--- config.mk ---
export PLATFORM = sky130hd
export DESIGN_NAME = fxp_sqrt_iter
export DESIGN_NICKNAME = d
export VERILOG_FILES = /design/src/rtl/fxp_sqrt_iter.sv
export SDC_FILE = /design/constraint.sdc
export NUM_CORES = 1
export LEC_CHECK = 0
export BUFFER_PORTS_ARGS = -buffer_cell sky130_fd_sc_hd__buf_2
export CAP_MARGIN = 20
export CORE_MARGIN = 4
export CORE_UTILIZATION = 45
export DETAILED_ROUTE_END_ITERATION = 8
export GPL_TIMING_DRIVEN = 0
export MAX_ROUTING_LAYER = met4
export SYNTH_ARGS = -nofsm -noshare
export SYNTH_HDL_FRONTEND = slang
export SYNTH_SLANG_ARGS = --single-unit
--- constraint.sdc ---
create_clock -name clk -period 13.6 [get_ports clk]
set_input_delay 2.04 -clock clk [delete_from_list [all_inputs] [get_ports clk]]
set_output_delay 2.04 -clock clk [all_outputs]
set_load 0.02 [all_outputs]
--- src/rtl/fxp_sqrt_iter.sv ---
// Iterative restoring square root for unsigned Q(WIDTH-FRAC_WIDTH).FRAC_WIDTH operands,
// resolving BITS_PER_CYCLE root bits per clock behind valid/ready handshakes.
module fxp_sqrt_iter #(
  parameter int WIDTH          = 32,
  parameter int FRAC_WIDTH     = 30,
  parameter int BITS_PER_CYCLE = 1,
  parameter int ROUND          = 0
) (
  input  logic             clk,
  input  logic             rst,
  input  logic             in_valid,
  output logic             in_ready,
  input  logic [WIDTH-1:0] num_in,
  output logic             out_valid,
  input  logic             out_ready,
  output logic [WIDTH-1:0] out,
  output logic             exact,
  output logic             busy
);

  localparam int VW    = WIDTH + FRAC_WIDTH;
  localparam int NB    = (VW + 1) / 2;
  localparam int N     = ((NB + BITS_PER_CYCLE - 1) / BITS_PER_CYCLE) * BITS_PER_CYCLE;
  localparam int TWO_N = 2 * N;
  localparam int ITER  = N / BITS_PER_CYCLE;
  localparam int CW    = $clog2(ITER + 1);
  localparam int RW    = N + WIDTH + 2;
  localparam logic [RW-1:0] SAT = {{(RW-WIDTH){1'b0}}, {WIDTH{1'b1}}};

  typedef enum logic [1:0] {
    IDLE = 2'd0,
    CALC = 2'd1,
    DONE = 2'd2
  } state_e;

  state_e             state_q;
  logic [TWO_N-1:0]   v_q;
  logic [N-1:0]       root_q;
  logic [N:0]         rem_q;
  logic [CW-1:0]      cnt_q;
  logic [WIDTH-1:0]   out_q;
  logic               exact_q;
  logic               out_valid_q;
  logic               busy_q;

  logic [TWO_N-1:0]   v_d;
  logic [N-1:0]       root_d;
  logic [N:0]         rem_d;
  logic [WIDTH-1:0]   res_d;
  logic               exact_d;
  logic [TWO_N-1:0]   v_init;
  logic [N+1:0]       rem_w;
  logic [N+1:0]       trial;
  logic [RW-1:0]      root_ext;
  logic [RW-1:0]      rem_ext;
  logic [RW-1:0]      rounded;

  assign v_init    = TWO_N'(num_in) << FRAC_WIDTH;
  assign in_ready  = (state_q == IDLE) || ((state_q == DONE) && out_ready);
  assign out_valid = out_valid_q;
  assign out       = out_q;
  assign exact     = exact_q;
  assign busy      = busy_q;

  // One iteration of the restoring recurrence, unrolled BITS_PER_CYCLE times.
  // Before the last root bit the partial remainder never exceeds N bits, so the
  // top bits dropped by the 2-bit shift are always zero.
  always_comb begin
    v_d    = v_q;
    root_d = root_q;
    rem_w  = {1'b0, rem_q};
    trial  = '0;
    for (int i = 0; i < BITS_PER_CYCLE; i++) begin
      rem_w = {rem_w[N-1:0], v_d[TWO_N-1 -: 2]};
      trial = {root_d, 2'b01};
      if (rem_w >= trial) begin
        rem_w  = rem_w - trial;
        root_d = (root_d << 1) | N'(1'b1);
      end else begin
        root_d = root_d << 1;
      end
      v_d = v_d << 2;
    end
    rem_d = rem_w[N:0];
  end

  // Result formatting: optional round-half-up (REM > R) with saturation.
  always_comb begin
    root_ext = RW'(root_d);
    rem_ext  = RW'(rem_d);
    exact_d  = (rem_d == '0);
    if ((ROUND != 0) && (rem_ext > root_ext)) begin
      rounded = root_ext + RW'(1'b1);
    end else begin
      rounded = root_ext;
    end
    if (rounded > SAT) begin
      res_d = {WIDTH{1'b1}};
    end else begin
      res_d = rounded[WIDTH-1:0];
    end
  end

  // Control FSM and datapath registers.
  always_ff @(posedge clk or posedge rst) begin
    if (rst) begin
      state_q     <= IDLE;
      v_q         <= '0;
      root_q      <= '0;
      rem_q       <= '0;
      cnt_q       <= '0;
      out_q       <= '0;
      exact_q     <= 1'b0;
      out_valid_q <= 1'b0;
      busy_q      <= 1'b0;
    end else begin
      case (state_q)
        IDLE: begin
          if (in_valid) begin
            v_q     <= v_init;
            root_q  <= '0;
            rem_q   <= '0;
            cnt_q   <= CW'(ITER);
            busy_q  <= 1'b1;
            state_q <= CALC;
          end
        end
        CALC: begin
          v_q    <= v_d;
          root_q <= root_d;
          rem_q  <= rem_d;
          cnt_q  <= cnt_q - CW'(1'b1);
          if (cnt_q == CW'(1'b1)) begin
            out_q       <= res_d;
            exact_q     <= exact_d;
            out_valid_q <= 1'b1;
            busy_q      <= 1'b0;
            state_q     <= DONE;
          end
        end
        DONE: begin
          if (out_ready) begin
            out_valid_q <= 1'b0;
            if (in_valid) begin
              v_q     <= v_init;
              root_q  <= '0;
              rem_q   <= '0;
              cnt_q   <= CW'(ITER);
              busy_q  <= 1'b1;
              state_q <= CALC;
            end else begin
              state_q <= IDLE;
            end
          end
        end
        default: begin
          state_q <= IDLE;
        end
      endcase
    end
  end

endmodule
**Yosys cells after proc, flatten, opt, wreduce, memory -nomap -nowiden**

Cells that the tools add are included.

- Input port bits: 36
- Word-level logic and storage cells: 57
- Bits in registers: 167
- Output and inout bits: 36

- Add/sub/neg operators: 2
- Eq/ne operators: 6
- Magnitude comparators: 2
- Reductions and logical operators: 11
- Mux-type cells: 27

Operators with widths:

| cell | number |
|---|---|
| one-hot mux 62 bit (3 select lines) | 1 |
| 2-to-1 mux 32 bit | 4 |
| 2-to-1 mux 62 bit | 2 |
| one-hot mux 32 bit (3 select lines) | 1 |
| one-hot mux 31 bit (3 select lines) | 1 |
| 2-to-1 mux 31 bit | 2 |
| greater-or-equal comparator 33 bit | 1 |
| greater-than comparator 31 x 32 -> 1 bit (second input constant) | 1 |
| zero test 32 bit | 1 |
| subtractor 32 bit | 1 |
| one-hot mux 5 bit (3 select lines) | 1 |
| 2-to-1 mux 5 bit | 2 |
| AND reduction 3 bit | 3 |
| 2-to-1 mux 1 bit | 7 |
| 2-to-1 mux 2 bit | 3 |
| != test 2 bit (second input constant) | 3 |
| one-hot mux 2 bit (3 select lines) | 1 |
| == test 5 x 1 -> 1 bit (second input constant) | 1 |
| subtractor 5 x 1 -> 5 bit (second input constant) | 1 |
| AND reduction 2 bit | 2 |
| one-hot mux 1 bit (3 select lines) | 1 |
| nonzero test 3 bit | 1 |
| == test 2 x 1 -> 1 bit (second input constant) | 1 |
| == test 2 bit (second input constant) | 1 |
| 5 further kinds | 5 |

**Depth between registers and ports, before layout**

- Depth after elaboration: 4
- Mapped depth: 16
- Depth with buffers taken out: 12

**Least setup slack after synthesis**

No wires, ideal clock.

- Kind: input-to-output
- Start point: input out_ready
- End point: output in_ready
- Buffers on the path: 0
- Cell stages on the path: 2
- Data required time: 11560 ps
- Path slack: 9046 ps
- Arrival time: 2514 ps
- Path through: nand2b_1 -> nor2b_1

- Longest elaborated chain between the ends: 2

RTL lines:

| item | RTL line | RTL |
|---|---|---|
| start: declaration | 15 | `input logic out_ready,` |
| logical AND 1 bit | 59 | `assign in_ready = (state_q == IDLE) \|\| ((state_q == DONE) && out_ready);` |
| logical OR 1 bit | 59 |  |
| end: declaration | 12 | `output logic in_ready,` |

Every way passes these cells.

**Worst setup path after layout**

Same ends and word-level chain as after synthesis.

==> impl_metrics.csv <==
group,metric,value,unit
clock_tree,post_cts.resized_instances,0,
die,die_area,19100,µm²
detailed_routing,via_per_inst,5.57,
clock_tree,clk_latency,420,ps
setup_path,reg2reg_slack,9750,ps
clock_tree,cts_root_buffer,"sky130_fd_sc_hd__clkbuf_16",
setup_path,r2r-end,"rem_q[23]$_DFFE_PP0P_",
grt,wire_length_of_the_first_global_routing_pass,35500,µm
die,floorplan.rows,47,
die,top_level_ports,72,
clock_tree,ctsHoldBuffers,0,
placed_design,post-dp-hpwl,15700,µm
grt,maximum_number_of_pins_on_one_net_before_global_route_repair,86,
detailed_routing,detail_route.first_pass.iterations,4,
placed_design,place.port_buffers,70,
grt,first_global_vias,6540,
yosys,synth_area,7630,µm²
min_path,min_to,"out[10]$_DFFE_PP0P_",
timing,finalClockSkew,10.7,ps
timing,tightestPinTransition,708,ps
grt,initial_antenna_violation_count,0,
min_path,holdPathStages,2,
setup_path,worstPathArrival,2660,ps
detailed_routing,drc_errors,0,
timing,setup_repair_after_global_routing_missed_its_margin,"no",
timing,timing.final.crit_period,4700,ps
yosys,sequential_element_share_of_the_synthesized_area,44.3,%
yosys,synth.net_count,961,
yosys,synth_flop_cell,"sky130_fd_sc_hd__dfrtp_1",
clock_tree,numClockSinks,135,
yosys,yosysTopAreaCellShare,44.3,%
clock_tree,cts.path.max_buffers,2,
cells_and_area,synthToLayoutAreaGrowth,16.7,%
timing,worst_hold_slack,469,ps
setup_path,crit_type,"input port to primary output",
yosys,post_synth_inst_count,890,
min_path,min_from,"out[10]$_DFFE_PP0P_",
grt,globalRouteOverflowTotal,0,
placed_design,final_weighted_congestion_of_routability_driven_global_placement,0.934,
yosys,synth-edff-count,0,
min_path,min_path_type,"flip-flop to flip-flop",
setup_path,worst_setup_path_end_kind,"primary output",
clock_tree,cts.repair_timing.setup_buffer_count,0,
clock_tree,clk_transition_reported_paths,60,ps
flow_run,maxCapViolCount,0,
yosys,synthDistinctLibCells,58,
yosys,netlist_top_cells_count,"sky130_fd_sc_hd__nand2_1 (144), sky130_fd_sc_hd__dfrtp_1 (135), sky130_fd_sc_hd__o21ai_0 (103)",
detailed_routing,route.vias.total,6753,
timing,setup-violations-final,0,
setup_path,rr_startpoint,"rem_q[4]$_DFFE_PP0P_",
setup_path,crit_path_max_fanout,3,
timing,post-route-period-util,34.6,%
timing,fmaxAchievable,213,MHz
yosys,yosys.area.top_type,"sky130_fd_sc_hd__dfrtp_1",
cells_and_area,final_cell_area,8900,µm²
grt,grtUsageTotal,23.6,%
setup_path,timing.critical_path.required,11560,ps
run_status,outcome,"finished, final reports clean",
placed_design,place_area,8290,µm²
yosys,yosysWarnings,0,
timing,finalHoldViolCount,0,
timing,slew-limit-headroom,52.8,%
detailed_routing,postRouteWirelength,21400,µm
yosys,ys_seq_elements,135,
cells_and_area,layout_cells_sized_above_1,12.2,%
detailed_routing,drt_first_iter_violations,453,
timing,maxSlewViolCount,0,
yosys,synth_most_common_cell,"sky130_fd_sc_hd__nand2_1",
detailed_routing,ant_nets,0,
die,start_util,46.0,%
timing,fin_tns_setup,0,ps
clock_tree,h-tree-depth,4,
yosys,synth.top_cells.by_area,"sky130_fd_sc_hd__dfrtp_1 (44%), sky130_fd_sc_hd__nand2_1 (7.1%), sky130_fd_sc_hd__o21ai_0 (6.8%)",
setup_path,setup.worst_path.start_class,"input port",
detailed_routing,wl_per_cell,17.7,µm
yosys,syn_area_per_cell,8.57,µm²
setup_path,depth_of_the_worst_register_to_register_path,13,
cells_and_area,n_antenna_cell,0,
die,die_height,138,µm
yosys,ys_async_sr_fraction,100,%
cells_and_area,fin_nets,1051,
die,floorplan_core_area,16600,µm²
clock_tree,numCtsBuffers,17,
clock_tree,cts_tree,"done",
die,die_width,138,µm
## critical path, cell delays in order
cell,delay (ps)
sky130_fd_sc_hd__buf_2,80
sky130_fd_sc_hd__nand2b_1,100
sky130_fd_sc_hd__nor2b_1,230
sky130_fd_sc_hd__buf_2,210
## routing by layer
layer / track usage, % / share of wire (%) / vias up
met2: 36.4 / 47 / 170
li1: - / - / 3311
met1: 32.0 / 47 / 3239
met4: 7.49 / 2.0 / 0
met5: - / 0 / -
met3: 3.97 / 4.0 / 33
## cells by family after synthesis
kind of cell / synth area share (%)
adder cells (fa/ha/maj): 5.74
AO/OA/AOI/OAI: 19.1
AND/OR/NAND/NOR: 19.0
flip-flops: 44.3
other: 0.0492
XOR/XNOR: 3.90
multiplexers: 2.62
buffers and inverters: 5.25
## flip-flops by register name, summed over array words and instances (netlist names)
register   flops
rem_q         31
exact          1
out           31
v_q           32
state_q        2
root_q        31
busy           1
cnt_q          5
out_valid      1
## cell type report
type,instances,area [µm²]
fill,1665,7680
multi-input combinational,652,3850
sequential,135,3380
clock buffer,19,443
timing repair buffer,71,378
tap,220,275
buffer,61,243
clock inverter,12,176
inverter,42,163
## cells in the final DEF, fill, tap and decap left out, drive strengths merged, types with 6 or more instances in the layout
master / count
a211oi: 7
dfrtp: 135
and2: 6
a21oi: 48
nand4: 13
a31oi: 20
a22oi: 13
nor3: 11
inv: 43
xor2: 14
xnor2: 20
nand3: 62
clkbuf: 69
mux2i: 20
ha: 35
o21ai: 117
o21a: 8
nor2: 45
buf: 82
nand2: 145
o211ai: 8
## how the worst max path moves through the flow
stage              start                     end  slack (ps)
5_1_grt        out_ready                in_ready        8850
3_5_place_dp   out_ready                in_ready        8910
3_3_place_gp         rst  root_q[18]$_DFFE_PP0P_        6200
4_1_cts        out_ready                in_ready        8900
2_1_floorplan        rst        busy$_DFFE_PP0P_        7950
6_report       out_ready                in_ready        8900
## stage by stage
step	utilization, %	setup WS [ps]	instances
3_5_place_dp	50.0	8910	1181
3_3_place_gp	49.8	6200	1180
5_1_grt	53.7	8850	1212
4_1_cts	53.7	8900	1212
2_1_floorplan	-	7950	890
6_report	53.7	8900	1212
Power is left out: the tool's default activity adds up to more than one toggle a clock period on the data nets, which glitch-free logic cannot reach.
